### config.mk
export PLATFORM = sky130hd
export DESIGN_NAME = lights_sequencer
export DESIGN_NICKNAME = d
export VERILOG_FILES = /design/src/rtl/lights_sequencer.sv
export SDC_FILE = /design/constraint.sdc
export NUM_CORES = 1
export LEC_CHECK = 0
export ABC_AREA = 0
export ABC_CLOCK_PERIOD_IN_PS = 5600
export BUFFER_PORTS_ARGS = -buffer_cell sky130_fd_sc_hd__buf_2
export CORE_AREA = 5 5 53 55
export DETAILED_ROUTE_END_ITERATION = 6
export DIE_AREA = 0 0 58 60
export PLACE_DENSITY = 0.73
export SETUP_SLACK_MARGIN = 0.05
export SYNTH_ARGS = -nofsm -noshare
export SYNTH_HDL_FRONTEND = slang
export SYNTH_SLANG_ARGS = --single-unit
### constraint.sdc
create_clock -name clk -period 5.6 [get_ports clk]
set_input_delay 0 -clock clk [delete_from_list [all_inputs] [get_ports clk]]
set_output_delay 0 -clock clk [all_outputs]
set_load 0.01 [all_outputs]
### src/rtl/lights_sequencer.sv
// lights_sequencer: drives a lights selector with one-cycle advance pulses.
// Pulses come from a synchronised pushbutton or from a periodic timer in AUTO
// mode. white_req forces the selector to white and cancels pending pulses.
// Optional feature: define LIGHTS_SEQUENCER_DEBOUNCE_EN to insert a debounce
// filter (DB_CYCLES stable samples) between the synchroniser and the edge
// detector; without it the synchroniser output feeds the edge detector directly.
module lights_sequencer #(
    parameter int DB_CYCLES = 4,
    parameter int PERIOD_W  = 8
) (
    input  logic                clk,
    input  logic                rst,
    input  logic                manual_btn,
    input  logic                white_req,
    input  logic                auto_en,
    input  logic [PERIOD_W-1:0] period,
    output logic                button,
    output logic                sel,
    output logic [2:0]          step_cnt,
    output logic [1:0]          state
);

    typedef enum logic [1:0] {
        ST_WHITE  = 2'b00,
        ST_MANUAL = 2'b01,
        ST_AUTO   = 2'b10
    } state_t;

    // DB_CYCLES must fit the 4-bit debounce counter.
    if (DB_CYCLES < 1 || DB_CYCLES > 15) begin : g_db_range
        $error("lights_sequencer: DB_CYCLES must be in 1..15");
    end

    // Input conditioning state
    logic       r_sync1;
    logic       r_sync2;
    logic [1:0] r_vld;      // shifts in ones after reset: r_vld[1] => r_sync2 holds a real sample
    logic       r_prev;     // filtered level seen on the previous edge
    logic       r_armed;    // filtered level has been seen low since reset
    logic       w_filt;

    // FSM / pulse state
    state_t              r_state;
    logic                r_sel;
    logic                r_button;
    logic                r_defer;
    logic [PERIOD_W-1:0] r_timer;
    logic [2:0]          r_step;

    state_t w_next_state;
    logic   w_rise;
    logic   w_man_req;
    logic   w_tmr_req;
    logic   w_req;
    logic   w_issue;
    logic   w_stay_auto;

    // Two-flop synchroniser plus a validity shift so stale reset zeros are not
    // mistaken for a released button.
    always_ff @(posedge clk) begin
        if (!rst) begin
            r_sync1 <= 1'b0;
            r_sync2 <= 1'b0;
            r_vld   <= 2'b00;
        end else begin
            r_sync1 <= manual_btn;
            r_sync2 <= r_sync1;
            r_vld   <= {r_vld[0], 1'b1};
        end
    end

`ifdef LIGHTS_SEQUENCER_DEBOUNCE_EN
    logic [3:0] r_db_cnt;
    logic       r_filt;

    // Debounce: accept a new level only after DB_CYCLES consecutive differing samples.
    always_ff @(posedge clk) begin
        if (!rst) begin
            r_db_cnt <= 4'd0;
            r_filt   <= 1'b0;
        end else if (r_sync2 == r_filt) begin
            r_db_cnt <= 4'd0;
        end else if (r_db_cnt == 4'(DB_CYCLES - 1)) begin
            r_db_cnt <= 4'd0;
            r_filt   <= r_sync2;
        end else begin
            r_db_cnt <= r_db_cnt + 4'd1;
        end
    end

    assign w_filt = r_filt;
`else
    assign w_filt = r_sync2;
`endif

    // Edge-detect history and arming: a level already high at reset release
    // never looks like a press until it has been seen low.
    always_ff @(posedge clk) begin
        if (!rst) begin
            r_prev  <= 1'b0;
            r_armed <= 1'b0;
        end else begin
            r_prev  <= w_filt;
            r_armed <= r_armed | (r_vld[1] & ~r_sync2 & ~w_filt);
        end
    end

    // Next-state priority and pulse request merging.
    always_comb begin
        w_next_state = ST_MANUAL;
        if (white_req) begin
            w_next_state = ST_WHITE;
        end else if (auto_en && (period != '0)) begin
            w_next_state = ST_AUTO;
        end
        w_stay_auto = (r_state == ST_AUTO) && (w_next_state == ST_AUTO);
        w_rise      = w_filt & ~r_prev & r_armed;
        w_man_req   = w_rise && (r_state != ST_WHITE);
        // Compare against the live period so a mid-count change acts at once.
        w_tmr_req   = w_stay_auto && (r_timer >= (period - PERIOD_W'(1)));
        w_req       = w_man_req | w_tmr_req | r_defer;
        // A request landing right after a pulse is held one cycle instead.
        w_issue     = w_req & ~r_button;
    end

    // FSM with registered outputs, pulse generation, timer and step counter.
    always_ff @(posedge clk) begin
        if (!rst) begin
            r_state  <= ST_WHITE;
            r_sel    <= 1'b0;
            r_button <= 1'b0;
            r_defer  <= 1'b0;
            r_timer  <= '0;
            r_step   <= 3'd0;
        end else begin
            r_state <= w_next_state;
            r_sel   <= (w_next_state != ST_WHITE);
            if (w_next_state == ST_WHITE) begin
                r_button <= 1'b0;
                r_defer  <= 1'b0;
                r_timer  <= '0;
            end else begin
                r_button <= w_issue;
                r_defer  <= w_req & r_button;
                if (w_issue) begin
                    r_step <= (r_step == 3'd5) ? 3'd0 : r_step + 3'd1;
                end
                // Timer restarts on AUTO entry/exit and on every issued pulse.
                if (w_stay_auto && !w_issue) begin
                    r_timer <= r_timer + PERIOD_W'(1);
                end else begin
                    r_timer <= '0;
                end
            end
        end
    end

    assign button   = r_button;
    assign sel      = r_sel;
    assign step_cnt = r_step;
    assign state    = r_state;

endmodule
==> metrics.md, run 1 <==
| Metric | Value |
|---|---|
| Outcome | `completed` |
| Layout cells sized above 1 | `0.194` |
| Vias | `892` |
| Leakage | `between 0.5 and 0.6 nW` |
| Max frequency | `460 MHz` |
| Die X | `58 µm` |
| Core area | `2340 µm²` |
| Post-synthesis compound-gate area fraction | `0.110` |
| Pwr Density | `around 230 nW/µm²` |
| Worst slack, placed | `3.11 ns` |
| Gr usage total | `0.132` |
| Pwr Total | `0.000312 W` |
| IO buf count | `19` |
| Setup Skew | `0.00208 ns` |
| Vias in the first global route | `881` |
| Setup ws final | `around 3.4 ns` |
| Max Cap Viol | `0` |
| Max Root-Sink Buffers | `2` |
| Initial Utilization | `0.483` |
| Post-synth EDFFs | `0` |
| First-pass iteration count of the detailed router | `4` |
| Synth unique cells | `35` |
| Gate Count Post-Synth | `119` |
| Most common cell in the netlist | `dfxtp_1` |
| HPWL after detailed placement | `1.75 mm` |
| Synth top cells by count | `dfxtp_1, nor2_1, ha_1, nand2_1` |
| Seq/Total Area, Yosys | `0.389` |
| Row cnt | `18` |
| Clock Sink Count | `22` |
| Warning count from the yosys run | `0` |
| Synth top area share | `0.389` |
| WS Path Type | `in2reg` |
| # fillers | `221` |
| Drt wl/cell | `12.4 µm` |
| H-tree Lvls | `1` |
| Area occupied by multi-input gates | `about 660 µm²` |
| Startpoint Class | `input port` |
| Vias per inst | `5.13` |
| Xor-xnor portion of the synthesized cell area | `0.0929` |
| Final hold violations | `0` |
| Layout Nets | `around 170` |
| DRT iter0 DRCs | `9` |
| Post-CTS Resized | `0` |
| Maximum vdd drop | `140 µV` |
| Die Span Y | `around 60 µm` |
| Initial antenna violation count | `0` |
| # DRC | `0` |
| Worst Hold Class | `in2reg` |
| Pins Over Slew Limit | `0` |
| Post-Synth Simple-Gate Area | `0.237` |
| CTS tree | `done` |
| GRT overflow | `0` |
| Largest family of logic cells by synthesized area | `simple AND/OR/NAND/NOR gates` |
| Worst-Skew Late Latency | `0.30 ns` |
| Leading area contributor after synthesis | `dfxtp_1` |
| Global-route wire length before repair | `3.49 mm` |
| CP endpoint kind | `flop` |
| Final ANT Viol Nets | `0` |
| Main area contributors after synthesis | `dfxtp_1, ha_1, xnor2_1, xor2_1, nor2_1` |
| Critical path arrival | `approximately 2.4 ns` |
| Post-Syn Area | `about 1100 µm²` |
| Register Area | `between 400 and 500 µm²` |
| Slew margin rel. | `0.611` |
| Hold Buf Count CTS | `3` |
| Slew @ Worst Pin | `0.578 ns` |
| Final setup viols | `0` |
| Area delta synth->final | `18.7%` |
| Yosys reg bits | `22` |
| CP Max Fanout | `4` |
| Final setup TNS | `0 ns` |
| Top Ports | `20` |
| CTS Root Cell | `clkbuf_4` |
| Pin count of the biggest net entering global routing | `15` |
| Total wire length | `2.16 mm` |
| Synthesized Nets | `approximately 140` |
| Final Cycle Share | `0.388` |
| Full die area | `3480 µm²` |
| CP required | `roughly 5.8 ns` |
| Clock slew at reported path FFs | `0.13 ns` |
| Cts bufs inserted | `3` |
| Minimum clock period | `2.17 ns` |
| Mean Syn Cell Area | `9.50 µm²` |
| GPL Wtd Cong | `0.746` |
| Post-synthesis mux area share | `0.0265` |
| Post-CTS setup buffer count | `0` |
| Main synth FF type | `dfxtp_1` |
| Post-synth ARST share | `0` |
| RSZ-0062 raised after global routing | `no` |
| Post-synthesis adder-cell area fraction | `0.122` |
| Diode count | `0` |
## worst max-delay path: stages
cell and delay [ns]:
buf_2 0.12, nor4_1 0.54, nand2_1 0.13, xor2_1 0.17, ha_1 0.30, nand2_1 0.07
o21ai_0 0.36, a311oi_4 0.07, nor4_1 0.38, mux2i_1 0.25
## area by class of cell
type / count / share of cell area
Clock buffer: 3 / 0.0168
Clock inverter: 1 / 0.0224
Inverter: 6 / 0.0168
Multi-Input combinational cell: 90 / 0.495
Sequential cell: 22 / 0.328
Tap cell: 30 / 0.0280
Timing Repair Buffer: 22 / 0.0932
## worst paths after layout
check / startpoint / end / slack (ns) / depth (start not counted)
hold reg to reg: r_sync1 / r_sync2 / 0.45 / 1
setup reg to reg: r_timer[0] / r_timer[6] / 3.51 / 7
hold / removal: period[7] / state[0] / 0.03 / 4
setup / recovery: period[2] / step_cnt[0] / 3.43 / 10
## report_power, final
group / switching (W) / total [W] / internal (W)
Clock: 0.0000489 / 0.000121 / 0.0000723
Combinational: 0.0000156 / 0.0000301 / 0.0000144
Sequential: 0.00000132 / 0.000161 / 0.000160
Total: 0.0000658 / 0.000312 / 0.000246
## registers in the layout (all words and copies together) (netlist names)
name / flops
r_vld: 2
r_prev: 1
r_sync1: 1
r_armed: 1
r_timer: 8
state: 2
r_sync2: 1
sel: 1
step_cnt: 3
r_defer: 1
button: 1
## layout by cell type, fill, tap and decap left out, types with 3 or more instances in the layout
cell type and count:
xor2_1 6, xnor2_1 6, dlygate4sd3_1 3, nand2b_1 3
clkbuf_4 3, and2_1 5, dfxtp_1 22, inv_1 6
a21oi_1 3, mux2i_1 3, buf_2 19, nor2_1 12
nor3_1 3, ha_1 11, nand2_1 11, nor4_1 3
## metrics by stage
| step | instance area [µm²] | util | instances | hold slack (ns) |
|---|---|---|---|---|
| finish | 1340 | 0.573 | 174 | 0.0274 |
| CTS | 1340 | 0.573 | 174 | 0.0250 |
| floorplan | 1130 | - | 119 | 0.0277 |
| detailed placement | 1260 | 0.538 | 167 | 0.218 |
| global route | 1340 | 0.573 | 174 | 0.0449 |
| global placement | 1260 | 0.538 | 167 | 0.207 |
## cells by family (layout without fill, tap and decap cells)
kind of cell / Yosys count / count (layout)
xor gates and xnor gates: 12 / 12
AOI/OAI and AO/OA: 14 / 14
and+or+nand+nor: 50 / 50
DFF: 22 / 22
muxes: 3 / 3
buffers and inverters: 7 / 32
adders and majority gates: 11 / 11
## routing by layer
metal / up-vias / wire length (µm) / GRT usage
met5: - / 0 / 0
met4: 0 / 13 / 0.0397
met3: 2 / 68 / 0.0259
met2: 7 / 1210 / 0.273
met1: 421 / 874 / 0.130
li1: 462 / - / -
Note: power is estimated with default switching activity, not from simulation.
==> inputs of run 2 (changes only) <==
ABC_CLOCK_PERIOD_IN_PS = 2100   (was 5600)
clock period = 2.1 ns   (was 5.6 ns; I/O delays follow)
==> run 2 against run 1 <==
  * Total power grew 140%
  * Core utilization grew 3.5 points
  * Clock skew grew 0.0017 ns
  * Flip-flop and latch count is the same
  * Design area grew 6.1%
  * Highest routed layer unchanged
==> metrics.md, run 2 (synthesis gave the netlist of run 1 again) <==
| Metric | Value |
|---|---|
| Outcome | `completed` |
| Pwr Density | `527 nW/µm²` |
| Cts bufs inserted | `3` |
| Layout cells sized above 1 | `0.266` |
| Final hold violations | `0` |
| Worst R2R Path Depth | `7` |
| Gr usage total | `0.138` |
| Reg with most FFs | `r_timer` |
| Pin count of the biggest net entering global routing | `15` |
| Drt wl/cell | `around 12 µm` |
| FF-to-FF End | `step_cnt[2]` |
| Final setup TNS | `0 ns` |
| R2R Setup Slk | `between 0.07 and 0.08 ns` |
| Startpoint Class | `flop` |
| Max reg flops | `8` |
| Worst min-delay path startpoint | `white_req` |
| Max Cap Viol | `0` |
| H-tree Lvls | `1` |
| Vias per inst | `5.09` |
| Worst Hold Class | `in2reg` |
| CP required | `2.29 ns` |
| DRT iter0 DRCs | `19` |
| CP Max Fanout | `3` |
| Pins Over Slew Limit | `0` |
| Max frequency | `494 MHz` |
| Clock Sink Count | `22` |
| Clock slew at reported path FFs | `approximately 0.11 ns` |
| Maximum vdd drop | `515 µV` |
| Placed Cells | `~180` |
| GR met1 Demand/Resource | `0.163` |
| Vias | `936` |
| GRT met2 Usage | `0.234` |
| Non-Filler Instances | `184` |
| WHS Endpoint | `step_cnt[0]` |
| Most common cell after layout, fill and taps aside | `dfxtp_1` |
| Final core occ | `0.608` |
| Total wire length | `2.26 mm` |
| CP endpoint kind | `flop` |
| Slew @ Worst Pin | `approximately 0.50 ns` |
| Worst-Skew Late Latency | `0.30 ns` |
| Critical path arrival | `2.21 ns` |
| Core area | `about 2300 µm²` |
| Die Span Y | `60 µm` |
| Slew margin rel. | `0.667` |
| Diode count | `0` |
| Final ANT Viol Nets | `0` |
| Die X | `58 µm` |
| Leakage | `0.627 nW` |
| HPWL after detailed placement | `1.81 mm` |
| Row cnt | `18` |
| Initial antenna violation count | `0` |
| Initial Utilization | `0.483` |
| Most frequent cells in the layout | `dfxtp_1, buf_2, nor2_1` |
| Layout Nets | `179` |
| CTS Root Cell | `clkbuf_4` |
| GPL Wtd Cong | `approximately 0.83` |
| Final Cycle Share | `0.964` |
| Setup Skew | `0.00376 ns` |
| GR Util met3 | `0.0497` |
| Hold path depth | `3` |
| CP Launch Point | `r_timer[0]` |
| Final setup viols | `0` |
| Top Ports | `20` |
| IO buf count | `19` |
| Max Root-Sink Buffers | `2` |
| Minimum clock period | `between 2 and 2.5 ns` |
| Global-route wire length before repair | `approximately 3.7 mm` |
| RSZ-0062 raised after global routing | `yes` |
| WS Path Type | `reg2reg` |
| Vias in the first global route | `around 910` |
| R2R Path Start | `r_timer[0]` |
| # DRC | `0` |
| GRT overflow | `0` |
| First-pass iteration count of the detailed router | `4` |
| Area delta synth->final | `25.9%` |
| CTS tree | `done` |
| Full die area | `3480 µm²` |
| Global routing's busiest layer | `met2` |
==> run 2: worst max path at each step <==
stage	end	slack (ns)
6_report	step_cnt[2]	0.07
5_1_grt	step_cnt[2]	-0.006
4_1_cts	r_timer[6]	0.05
3_5_place_dp	step_cnt[2]	-0.11
3_3_place_gp	step_cnt[2]	-0.05
2_1_floorplan	step_cnt[0]	0.15
==> run 2: final cells by class <==
type | count | area (µm²)
inverters | 6 | 22.5
flip-flops and latches | 22 | 442
repair buffers | 32 | 200
well taps | 30 | 37.5
fillers | 209 | 918
multi-input cells | 90 | 686
clock buffers | 4 | 36.3
==> run 2: stage by stage <==
step	hold WS, ns	instance area [µm²]	worst slack, ns	total power (W)
6_report	0.0368	1420	0.0748	0.000751
5_1_grt	0.0129	1420	-0.00550	0.000790
4_1_cts	0.0372	1410	0.0462	0.000757
3_5_place_dp	0.211	1340	-0.110	0.000526
3_3_place_gp	0.207	1340	-0.0542	0.000522
2_1_floorplan	0.0277	1140	0.147	0.000485
==> run 2: critical path: stages, from the launching register on <==
cell      delay [ns]
dfxtp_2         0.34
inv_1           0.04
ha_1            0.26
nand2b_4        0.14
a2111o_1        0.41
a311oi_4        0.42
nor3_1          0.16
mux2i_1         0.14
==> run 2: power by group <==
group | internal [W] | switching (W) | total [W] | leakage, nW
clock network | 0.000106 | 0.000120 | 0.000226 | 0.0210
registers | 0.000426 | 0.00000366 | 0.000429 | 0.180
logic | 0.0000497 | 0.0000464 | 0.0000961 | 0.426
total | 0.000581 | 0.000170 | 0.000751 | 0.627
==> run 2: routing by layer <==
layer  part of all wire  wire length [µm]  up-vias
met1               0.44               984      435
met3              0.030                68        6
met2               0.51              1160       15
met5                  0                 0        -
li1                   -                 -      480
met4              0.021                47        0
==> run 2: what timing repair did <==
| action | 4_1_cts | 5_1_grt |
|---|---|---|
| hold buffers | 3 | 0 |
| pin swaps | 0 | 3 |
| endpoints found under the hold margin | 4 | 0 |
| setup endpoints to repair | 1 | 12 |
| setup buffers | 0 | 1 |
| cloned | 0 | 0 |
| resized for setup | 0 | 4 |
==> inputs of run 3 (changes only) <==
CORE_AREA = 5 5 57 59   (was 5 5 53 55)
DIE_AREA = 0 0 62 64   (was 0 0 58 60)
PLACE_DENSITY = default   (was 0.73)
REMOVE_ABC_BUFFERS = 1   (was default)
==> run 3 against run 2 <==
  * Fmax is 0.90% higher
  * Core utilization is 7.3 points lower
  * Flip-flop and latch count stayed put
  * Critical endpoint is now step_cnt[1]
  * Register-to-register slack better by 0.02 ns
  * Count of clock-buffer cells in the layout is 1 lower
  * Non-clock buffer count is 3 lower
  * Via count is 3.7% lower
  * Wire length is 4.7% lower
  * Die area is 14% higher
  * Final cell count is 1.1% lower
  * Largest cell class unchanged
  * Sequential share of layout area hardly changed
==> metrics.md, run 3 (synthesis gave the netlist of run 1 again) <==
| Metric | Value |
|---|---|
| IO buf count | `19` |
| Global-route wire length before repair | `3.44 mm` |
| Most frequent cells in the layout | `dfxtp_1, buf_2, nor2_1` |
| CTS Root Cell | `clkbuf_4` |
| Global routing's busiest layer | `met2` |
| Worst Hold Class | `in2reg` |
| Clock Sink Count | `22` |
| Total wire length | `2.15 mm` |
| Initial Utilization | `0.425` |
| Drt wl/cell | `11.8 µm` |
| Clock slew at reported path FFs | `between 0.1 and 0.15 ns` |
| Final setup viols | `0` |
| Most common cell after layout, fill and taps aside | `dfxtp_1` |
| Minimum clock period | `2.01 ns` |
| Cts bufs inserted | `3` |
| Slew margin rel. | `0.670` |
| Final Cycle Share | `0.956` |
| # fillers | `275` |
| CP endpoint kind | `flop` |
| Vias per inst | `4.95` |
| Pwr Density | `591 nW/µm²` |
| Diode count | `0` |
| Worst-Skew Late Latency | `roughly 0.30 ns` |
| CP Max Fanout | `3` |
| Layout cells sized above 1 | `0.258` |
| Reg with most FFs | `r_timer` |
| CP required | `roughly 2.3 ns` |
| Setup Skew | `0.00187 ns` |
| First-pass iteration count of the detailed router | `4` |
| Max frequency | `between 400 and 500 MHz` |
| Core area | `2660 µm²` |
| Final core occ | `0.535` |
| # DRC | `0` |
| RSZ-0062 raised after global routing | `yes` |
| Max Cap Viol | `0` |
| Row cnt | `19` |
| Vias | `901` |
| GPL Wtd Cong | `about 0.82` |
| Layout Nets | `176` |
| Die X | `62 µm` |
| Pins Over Slew Limit | `0` |
| DRT iter0 DRCs | `22` |
| WS Path Type | `reg2reg` |
| Pwr Total | `~0.00084 W` |
| H-tree Lvls | `1` |
| Startpoint Class | `flop` |
| Max Root-Sink Buffers | `2` |
| Post-CTS setup buffer count | `0` |
| GRT met2 Usage | `0.199` |
| Worst slack, placed | `-0.190 ns` |
| Post-Place Cell Area | `1310 µm²` |
| Area occupied by multi-input gates | `between 600 and 700 µm²` |
| Leakage | `0.620 nW` |
| Setup ws final | `just over 0.09 ns` |
| GRT overflow | `0` |
| Top Ports | `20` |
| GR Util met3 | `0.0241` |
| Vias in the first global route | `872` |
| GR met1 Demand/Resource | `0.126` |
| Area delta synth->final | `26.0%` |
| HPWL after detailed placement | `1.73 mm` |
| Slew @ Worst Pin | `0.492 ns` |
| Gr usage total | `0.113` |
| Maximum vdd drop | `around 520 µV` |
| Critical path arrival | `2.20 ns` |
| Max reg flops | `8` |
| Outcome | `completed` |
| Full die area | `3970 µm²` |
| Register Area | `442 µm²` |
| Pin count of the biggest net entering global routing | `15` |
| CTS tree | `done` |
| Initial antenna violation count | `0` |
| Fin area | `1430 µm²` |
| Final ANT Viol Nets | `0` |
| Non-Filler Instances | `between 150 and 200` |
| Placed Cells | `~180` |
| Final hold violations | `0` |
| Die Span Y | `64 µm` |
==> run 3: final cells by class <==
type / count / area share
timing repair buffer: 29 / 0.125
multi-input combinational: 90 / 0.486
clock inverter: 1 / 0.0211
sequential: 22 / 0.310
clock buffer: 3 / 0.0158
tap: 31 / 0.0272
inverter: 6 / 0.0158
==> run 3: metrics by stage <==
step                hold slack (ns)  TNS [ns]
detailed placement            0.208     -1.38
floorplan                    0.0277         0
CTS                          0.0145         0
global placement              0.205    -0.281
global route                 0.0180         0
finish                       0.0228         0
==> run 3: report_power, final <==
group | switching [W] | internal, W | leakage, nW
clock | 0.000131 | 0.000193 | 0.0279
sequential | 0.00000342 | 0.000426 | 0.180
combinational | 0.0000448 | 0.0000455 | 0.412
==> run 3: worst paths after layout <==
kind | cells after the start | slack (ns) | startpoint | end
worst min-delay path | 4 | 0.02 | period[7] | state[0]
worst max register to register | 7 | 0.09 | r_timer[0] | step_cnt[1]
worst min register to register | 1 | 0.45 | r_vld[0] | r_vld[1]
worst max-delay path | 7 | 0.09 | r_timer[0] | step_cnt[1]
==> run 3: metal layers <==
metal / wire (µm) / part of all wire / vias to the layer above
met4: 16 / 0.0074 / 0
met5: 0 / 0 / -
met1: 937 / 0.44 / 413
met2: 1120 / 0.52 / 10
li1: - / - / 476
met3: 75 / 0.035 / 2
==> run 3: critical path, cell delays in order, from the launching register on <==
cell	delay [ns]
dfxtp_2	0.36
inv_2	0.04
ha_4	0.22
nand2b_4	0.13
a2111o_1	0.43
a311oi_4	0.42
nor3_1	0.16
mux2i_1	0.14
==> run 3: repair_timing <==
| item | in CTS | in global routing |
|---|---|---|
| setup endpoints to repair | 8 | 12 |
| hold endpoints to repair | 4 | 0 |
| pin swaps | 0 | 9 |
| gates resized for setup | 1 | 4 |
| hold buffers | 3 | 0 |
